### src/rtl/pixel_loader_if.sv
// Valid/ready beat channel feeding pixel_loader; LANES pixels per beat.
interface pixel_loader_if #(
  parameter int LANES = 1
);
  logic             in_valid;
  logic [LANES-1:0] in_data;
  logic             in_ready;

  modport master (output in_valid, output in_data, input in_ready);
  modport slave  (input in_valid, input in_data, output in_ready);
endinterface

### src/rtl/pixel_loader.sv
// Serial-to-parallel binary image loader for the BNN input path.
// Optional feature macro: PIXEL_LOADER_OVERRUN_EN adds a sticky 'overrun' flag.
module pixel_loader #(
  parameter int          N_PIX      = 784,
  parameter int          LANES      = 1,
  parameter logic [2:0]  LOAD_STATE = 3'b001
) (
  input  logic             clk,
  input  logic             reset_n,
  input  logic [2:0]       state,
  input  logic             clear,
  pixel_loader_if.slave    bus,
  output logic [N_PIX-1:0] pixels,
  output logic             load_done,
  output logic [7:0]       frames
`ifdef PIXEL_LOADER_OVERRUN_EN
  ,
  output logic             overrun
`endif
);

  localparam int BEATS = N_PIX / LANES;
  localparam int CNT_W = (BEATS > 1) ? $clog2(BEATS) : 1;

  generate
    if ((N_PIX % LANES) != 0) begin : g_lanes_check
      $error("pixel_loader: LANES must divide N_PIX");
    end
  endgenerate

  typedef enum logic {
    LOAD = 1'b0,
    FULL = 1'b1
  } fsm_e;

  fsm_e             fsm_q, fsm_d;
  logic [CNT_W-1:0] beat_cnt_q, beat_cnt_d;
  logic [N_PIX-1:0] pixels_q, pixels_d;
  logic             load_done_q, load_done_d;
  logic [7:0]       frames_q, frames_d;
  logic [N_PIX-1:0] shifted;
  logic             in_ready;
  logic             accept;
  logic             last_beat;
`ifdef PIXEL_LOADER_OVERRUN_EN
  logic             overrun_q, overrun_d;
`endif

  // New beats enter at the top so the first pixel sent ends up at bit 0.
  generate
    if (LANES == N_PIX) begin : g_shift_whole
      assign shifted = bus.in_data;
    end else begin : g_shift_part
      assign shifted = {bus.in_data, pixels_q[N_PIX-1:LANES]};
    end
  endgenerate

  assign in_ready     = (fsm_q == LOAD) && (state == LOAD_STATE) && !clear;
  assign bus.in_ready = in_ready;
  assign accept       = bus.in_valid && in_ready;
  assign last_beat    = (beat_cnt_q == CNT_W'(BEATS - 1));

  always_comb begin
    fsm_d       = fsm_q;
    beat_cnt_d  = beat_cnt_q;
    pixels_d    = pixels_q;
    load_done_d = load_done_q;
    frames_d    = frames_q;
`ifdef PIXEL_LOADER_OVERRUN_EN
    overrun_d   = overrun_q;
`endif
    if (clear) begin
      fsm_d       = LOAD;
      beat_cnt_d  = '0;
      pixels_d    = '0;
      load_done_d = 1'b0;
`ifdef PIXEL_LOADER_OVERRUN_EN
      overrun_d   = 1'b0;
`endif
    end else begin
      if (accept) begin
        pixels_d = shifted;
        if (last_beat) begin
          fsm_d       = FULL;
          beat_cnt_d  = '0;
          load_done_d = 1'b1;
          if (frames_q != 8'hFF) begin
            frames_d = frames_q + 8'd1;
          end
        end else begin
          beat_cnt_d = beat_cnt_q + CNT_W'(1);
        end
      end
`ifdef PIXEL_LOADER_OVERRUN_EN
      if ((fsm_q == FULL) && (state == LOAD_STATE) && bus.in_valid) begin
        overrun_d = 1'b1;
      end
`endif
    end
  end

  always_ff @(posedge clk or negedge reset_n) begin
    if (!reset_n) begin
      fsm_q       <= LOAD;
      beat_cnt_q  <= '0;
      pixels_q    <= '0;
      load_done_q <= 1'b0;
      frames_q    <= 8'd0;
`ifdef PIXEL_LOADER_OVERRUN_EN
      overrun_q   <= 1'b0;
`endif
    end else begin
      fsm_q       <= fsm_d;
      beat_cnt_q  <= beat_cnt_d;
      pixels_q    <= pixels_d;
      load_done_q <= load_done_d;
      frames_q    <= frames_d;
`ifdef PIXEL_LOADER_OVERRUN_EN
      overrun_q   <= overrun_d;
`endif
    end
  end

  assign pixels    = pixels_q;
  assign load_done = load_done_q;
  assign frames    = frames_q;
`ifdef PIXEL_LOADER_OVERRUN_EN
  assign overrun   = overrun_q;
`endif

endmodule

### src/flat_wrapper.sv
// flat-port wrapper written by rule: the top's interface ports become plain ports
module pixel_loader_flat 
#(
  parameter int          N_PIX      = 784,
  parameter int          LANES      = 1,
  parameter logic [2:0]  LOAD_STATE = 3'b001
)
  (clk, reset_n, state, clear, pixels, load_done, frames, bus_in_valid, bus_in_data, bus_in_ready);
  pixel_loader_if #(.LANES(LANES)) bus_i ();
  input  logic clk;
  input  logic reset_n;
  input  logic [2:0] state;
  input  logic clear;
  output logic [N_PIX-1:0] pixels;
  output logic load_done;
  output logic [7:0] frames;
  input wire logic [$bits(bus_i.in_valid)-1:0] bus_in_valid;
  input wire logic [$bits(bus_i.in_data)-1:0] bus_in_data;
  output wire logic [$bits(bus_i.in_ready)-1:0] bus_in_ready;
  assign bus_i.in_valid = bus_in_valid;
  assign bus_i.in_data = bus_in_data;
  assign bus_in_ready = bus_i.in_ready;
  pixel_loader #(.N_PIX(N_PIX), .LANES(LANES), .LOAD_STATE(LOAD_STATE)) u_core (.clk(clk), .reset_n(reset_n), .state(state), .clear(clear), .bus(bus_i), .pixels(pixels), .load_done(load_done), .frames(frames));
endmodule
### config.mk
export PLATFORM = sky130hd
export DESIGN_NAME = pixel_loader_flat
export DESIGN_NICKNAME = d
export VERILOG_FILES = /design/src/rtl/pixel_loader_if.sv /design/src/rtl/pixel_loader.sv /design/src/flat_wrapper.sv
export SDC_FILE = /design/constraint.sdc
export NUM_CORES = 1
export LEC_CHECK = 0
export ABC_AREA = 1
export BUFFER_PORTS_ARGS = -buffer_cell sky130_fd_sc_hd__clkbuf_2
export CAP_MARGIN = 30
export CORE_ASPECT_RATIO = 1.25
export CORE_MARGIN = 3
export CORE_UTILIZATION = 25
export CTS_CLUSTER_DIAMETER = 100
export DETAILED_ROUTE_END_ITERATION = 10
export GPL_ROUTABILITY_DRIVEN = 1
export MAX_ROUTING_LAYER = met4
export PLACE_DENSITY = 0.52
export SLEW_MARGIN = 20
export SYNTH_ARGS = -nofsm -noshare
export SYNTH_HDL_FRONTEND = slang
export SYNTH_SLANG_ARGS = --single-unit
### constraint.sdc
create_clock -name clk -period 4.75 [get_ports clk]
set_input_delay 0.95 -clock clk [delete_from_list [all_inputs] [get_ports clk]]
set_output_delay 0.95 -clock clk [all_outputs]
set_load 0.02 [all_outputs]
Word-level counts from Yosys, hierarchy flattened
Cells that the tools add are included.
{"block": "totals", "register_bits": 803, "in_bits": 8}
{"block": "classes", "addsub": 2, "reduce_logical": 8, "n_mux": 8, "bitwise": 2, "eq_ne": 3}
{"cell": "$mux 784", "n": 2}
{"cell": "$mux 10", "n": 3}
{"cell": "$add 10x1->10 const B", "n": 1}
{"cell": "$eq 10x10->1 const B", "n": 1}
{"cell": "$add 8x1->8 const B", "n": 1}
{"cell": "$ne 8x8->1 const B", "n": 1}
{"cell": "$reduce_and 4->1", "n": 1}
{"cell": "$reduce_bool 2->1", "n": 2}
{"cell": "$eq 3x1->1 const B", "n": 1}
{"cell": "$logic_and 1x1->1", "n": 3}
{"cell": "$mux 1", "n": 3}
{"cell": "$not 1->1", "n": 2}
{"cell": "$reduce_and 2->1", "n": 1}
{"cell": "$logic_not 1->1", "n": 1}

Logic depth before layout (Yosys ltp)
{"block": "depth", "word_depth": 6, "ltp_mapped": 10, "mapped_depth_nobuf": 9}

Worst setup path before layout
Ideal clock, no wire load.
{"block": "synth_path", "path_type": "input port to output port", "start": "in state[2]", "end": "out bus_in_ready", "n_path_buf": 0, "stages": 3, "t_required_ns": 3.800, "slack_ns": 2.490, "t_arrival_ns": 1.310, "cell_sequence": "nor3_1 -> nand2_1 -> inv_1"}
{"block": "synth_via", "elab_chain_len": 3}
{"element": "start: declaration", "line": "flat_wrapper.sv:12", "rtl": "input logic [2:0] state;"}
{"element": "$eq 3x1->1", "line": "pixel_loader.sv:58", "rtl": "assign in_ready = (fsm_q == LOAD) && (state == LOAD_STATE) && !clear;"}
{"element": "$logic_and 1x1->1 (2 in a row)", "line": "pixel_loader.sv:58"}
{"element": "end: declaration", "line": "flat_wrapper.sv:19", "rtl": "output wire logic [$bits(bus_i.in_ready)-1:0] bus_in_ready;"}
No other way between the ends.

==> impl_metrics.py <==
metrics = {
    "outcome": {
        "status": "finished, final reports clean",
    },
    "die": {
        "dieArea_um2": 124900,
        "initial_core_util": 0.2536,
        "die_x_um": 316.7,
        "std_cell_rows": 141,
        "fp.coreArea_um2": 118900,
        "pin_count": 802,
        "die_h_um": 394.3,
    },
    "yosys": {
        "ys.flop_type": "dfrtp_1",
        "post-synth-top-area-fraction": 0.6663,
        "synth-seq-cells": 803,
        "synth_top_cell_by_area": "dfrtp_1",
        "netlist_area_um2": 30160,
        "yosysUniqueCellTypes": 23,
        "synth_nets": 2699,
        "ys_async_sr_fraction": 1.000,
        "seq_area_frac_synth": 0.6663,
        "postSynthAreaPerCell_um2": 11.22,
        "syn_inst": 2689,
        "synth_edf_count": 0,
        "synth_area_leaders": "dfrtp_1 (67%), o22ai_1 (16%), inv_1 (10%)",
        "ys_top_cells_by_count": "inv_1 (804), dfrtp_1 (803), o22ai_1 (782)",
        "synth_most_common_cell": "inv_1",
        "synth_warnings": 0,
    },
    "power": {
        "swShare": 0.2260,
        "p_leak_uw": 0.01802,
        "pwr-share-comb": 0.027,
        "power.share.clock": 0.487,
        "p_per_area_nw_per_um2": 369.7,
        "netSwitchingPower_uw": 3183,
        "ir_worst_vdd_uv": 238.8,
        "p_int_uw": 10900,
        "pwr-share-seq": 0.486,
    },
    "detailed_routing": {
        "final_antenna_net_count": 0,
        "drc_errors": 0,
        "wirelength_mm": 93.81,
        "vias_per_cell": 4.425,
        "drt_iter0_drc": 1596,
        "wl_per_cell_um": 18.40,
        "dr.pass1.iters": 5,
        "vias": 22560,
    },
    "cts": {
        "cts_tree": "built",
        "cts_hold_buf": 0,
        "cts_buffers": 85,
        "cts_resized": 0,
        "cts.htree.levels": 3,
        "root_buffer": "clkbuf_16",
        "cts.clk_slew.worst_paths_ns": 0.06,
        "clock_path_buffers": 3,
        "clkLatencyLatePin_ns": 0.68,
        "cts_setup_buffers": 0,
        "cts_sinks": 803,
    },
    "global_route": {
        "grt_pass1_vias": 23070,
        "grt_use_total": 0.1500,
        "grt_max_degree": 236,
        "grt_pass1_wl_mm": 141.5,
        "antenna_found_initial": 2,
        "grt_overflow": 0,
    },
    "place": {
        "portBuffers": 801,
        "dpl-instance-area_um2": 35240,
        "hpwl_mm": 67.66,
        "gp_congestion": 0.8436,
    },
    "sta": {
        "maxSlewViolCount": 0,
        "finClkSkew_ns": 0.02135,
        "hold_viol_final": 0,
        "setup_tns_ns": 0,
        "tightest_slew_ns": 1.183,
        "rsz0062_at_grt": "false",
        "period_share": 0.5953,
        "setup_viol": 0,
        "relSlewSlack": 0.2111,
        "fmax_mhz": 353.7,
        "min_period_ns": 2.828,
    },
    "hold_path": {
        "min_path_type": "primary input to asynchronous set/reset pin",
    },
    "worst_setup_path": {
        "cp.required_ns": 3.80,
        "endpoint_kind": "output port",
        "cp_slowest_cell": "dfrtp_1",
        "cp_max_fo": 3,
        "arrival_ns": 1.88,
        "worst_path_largest_cell_delay_ns": 0.46,
        "worstSetupPathType": "flop to output port",
        "worstPathCellList": "nor3_1 -> nand2_1 -> inv_1 -> clkbuf_2",
        "worstSetupStartpointType": "flop",
    },
    "finish": {
        "drive_gt1_frac": 0.2823,
        "nNetsFinal": 3467,
        "final_util": 0.3205,
        "syn_to_final_growth_pct": 26.36,
        "design_area_um2": 38110,
        "nFillCells": 12450,
    },
    "flow_run": {
        "drv_cap": 0,
    },
}
## kinds of logic after synthesis
family          count (synthesis)  share of synthesized area
buf+inv                       979                     0.1516
flops                         803                     0.6663
compound gates                795                     0.1644
simple gates                  104                    0.01510
xor+xnor                        6                   0.001743
fa+ha+maj                       2                  0.0008296
## state kept, by name (all words and copies together), names as in the netlist
signal             cells
u_core.load_done       1
u_core.pixels        784
u_core.beat_cnt_q     10
u_core.frames          8
## power by group through the flow
stage / Combinational [uW] / Clock, uW / Sequential [uW]
2_1_floorplan: 209 / 0 / 6970
6_report: 383 / 6860 / 6840
4_1_cts: 397 / 7080 / 6840
3_3_place_gp: 398 / 0 / 6970
3_5_place_dp: 397 / 0 / 6970
5_1_grt: 430 / 7350 / 6840
## cells in the final DEF, fill, tap and decap left out, drive strengths merged, types with 2 or more instances in the layout
master	count
nand3	16
nand3b	3
clkinvlp	5
o21ai	11
ha	2
nand2	57
dfrtp	803
nor3	2
o22ai	782
clkbuf	922
xor2	5
buf	56
clkinv	14
a21oi	2
inv	811
bufinv	7
nor2	21
nand4	5
## per-layer routing
metal  GRT usage  wire length, um  part of all wire  vias to the layer above
met5           -                0                 0                        -
met4     0.06893             3847             0.041                        0
met3     0.05220             8707             0.093                      157
met2      0.2391            44580              0.48                      816
met1      0.1688            36680              0.39                    11130
li1            -                -                 -                    10460
## worst paths after layout
check | end | cells after the start | start | slack (ns)
max | bus_in_ready | 4 | u_core.load_done | 1.92
min | u_core.pixels[727] | 1 | reset_n | 0.32
max reg2reg | u_core.pixels[596] | 5 | u_core.load_done | 1.98
min reg2reg | u_core.pixels[0] | 2 | u_core.pixels[0] | 0.49
max in group asynchronous | u_core.pixels[746] | 2 | reset_n | 3.15
min in group clk | u_core.pixels[783] | 3 | bus_in_data | 0.49
## cell type report
type | count | area, um^2 | area share
Inverter | 804 | 3018 | 0.07920
Timing Repair Buffer | 856 | 4657 | 0.1222
Multi-Input combinational cell | 907 | 5498 | 0.1443
Antenna cell | 1 | 2.502 | 0.00006567
Sequential cell | 803 | 20090 | 0.5273
Clock inverter | 33 | 441.7 | 0.01159
Tap cell | 1573 | 1968 | 0.05165
Clock buffer | 122 | 2427 | 0.06370
## through the flow
| step | std cells | hold WS [ns] | worst slack [ns] | total power, uW |
|---|---|---|---|---|
| floorplan | 2689 | 0.4786 | 2.490 | 7179 |
| global placement | 4943 | 0.4702 | 1.535 | 7366 |
| detailed placement | 4943 | 0.4833 | 1.503 | 7365 |
| CTS | 5098 | 0.3448 | 1.704 | 14310 |
| global route | 5099 | 0.3763 | 1.695 | 14610 |
| finish | 5099 | 0.3221 | 1.922 | 14090 |
## critical path, delay by kind of cell (launching register included)
family	cells	cell delay (ns)
simple gates	2	0.45
buf+inv	2	0.29
flops	1	0.46
Power figures use the tool's default switching activity.
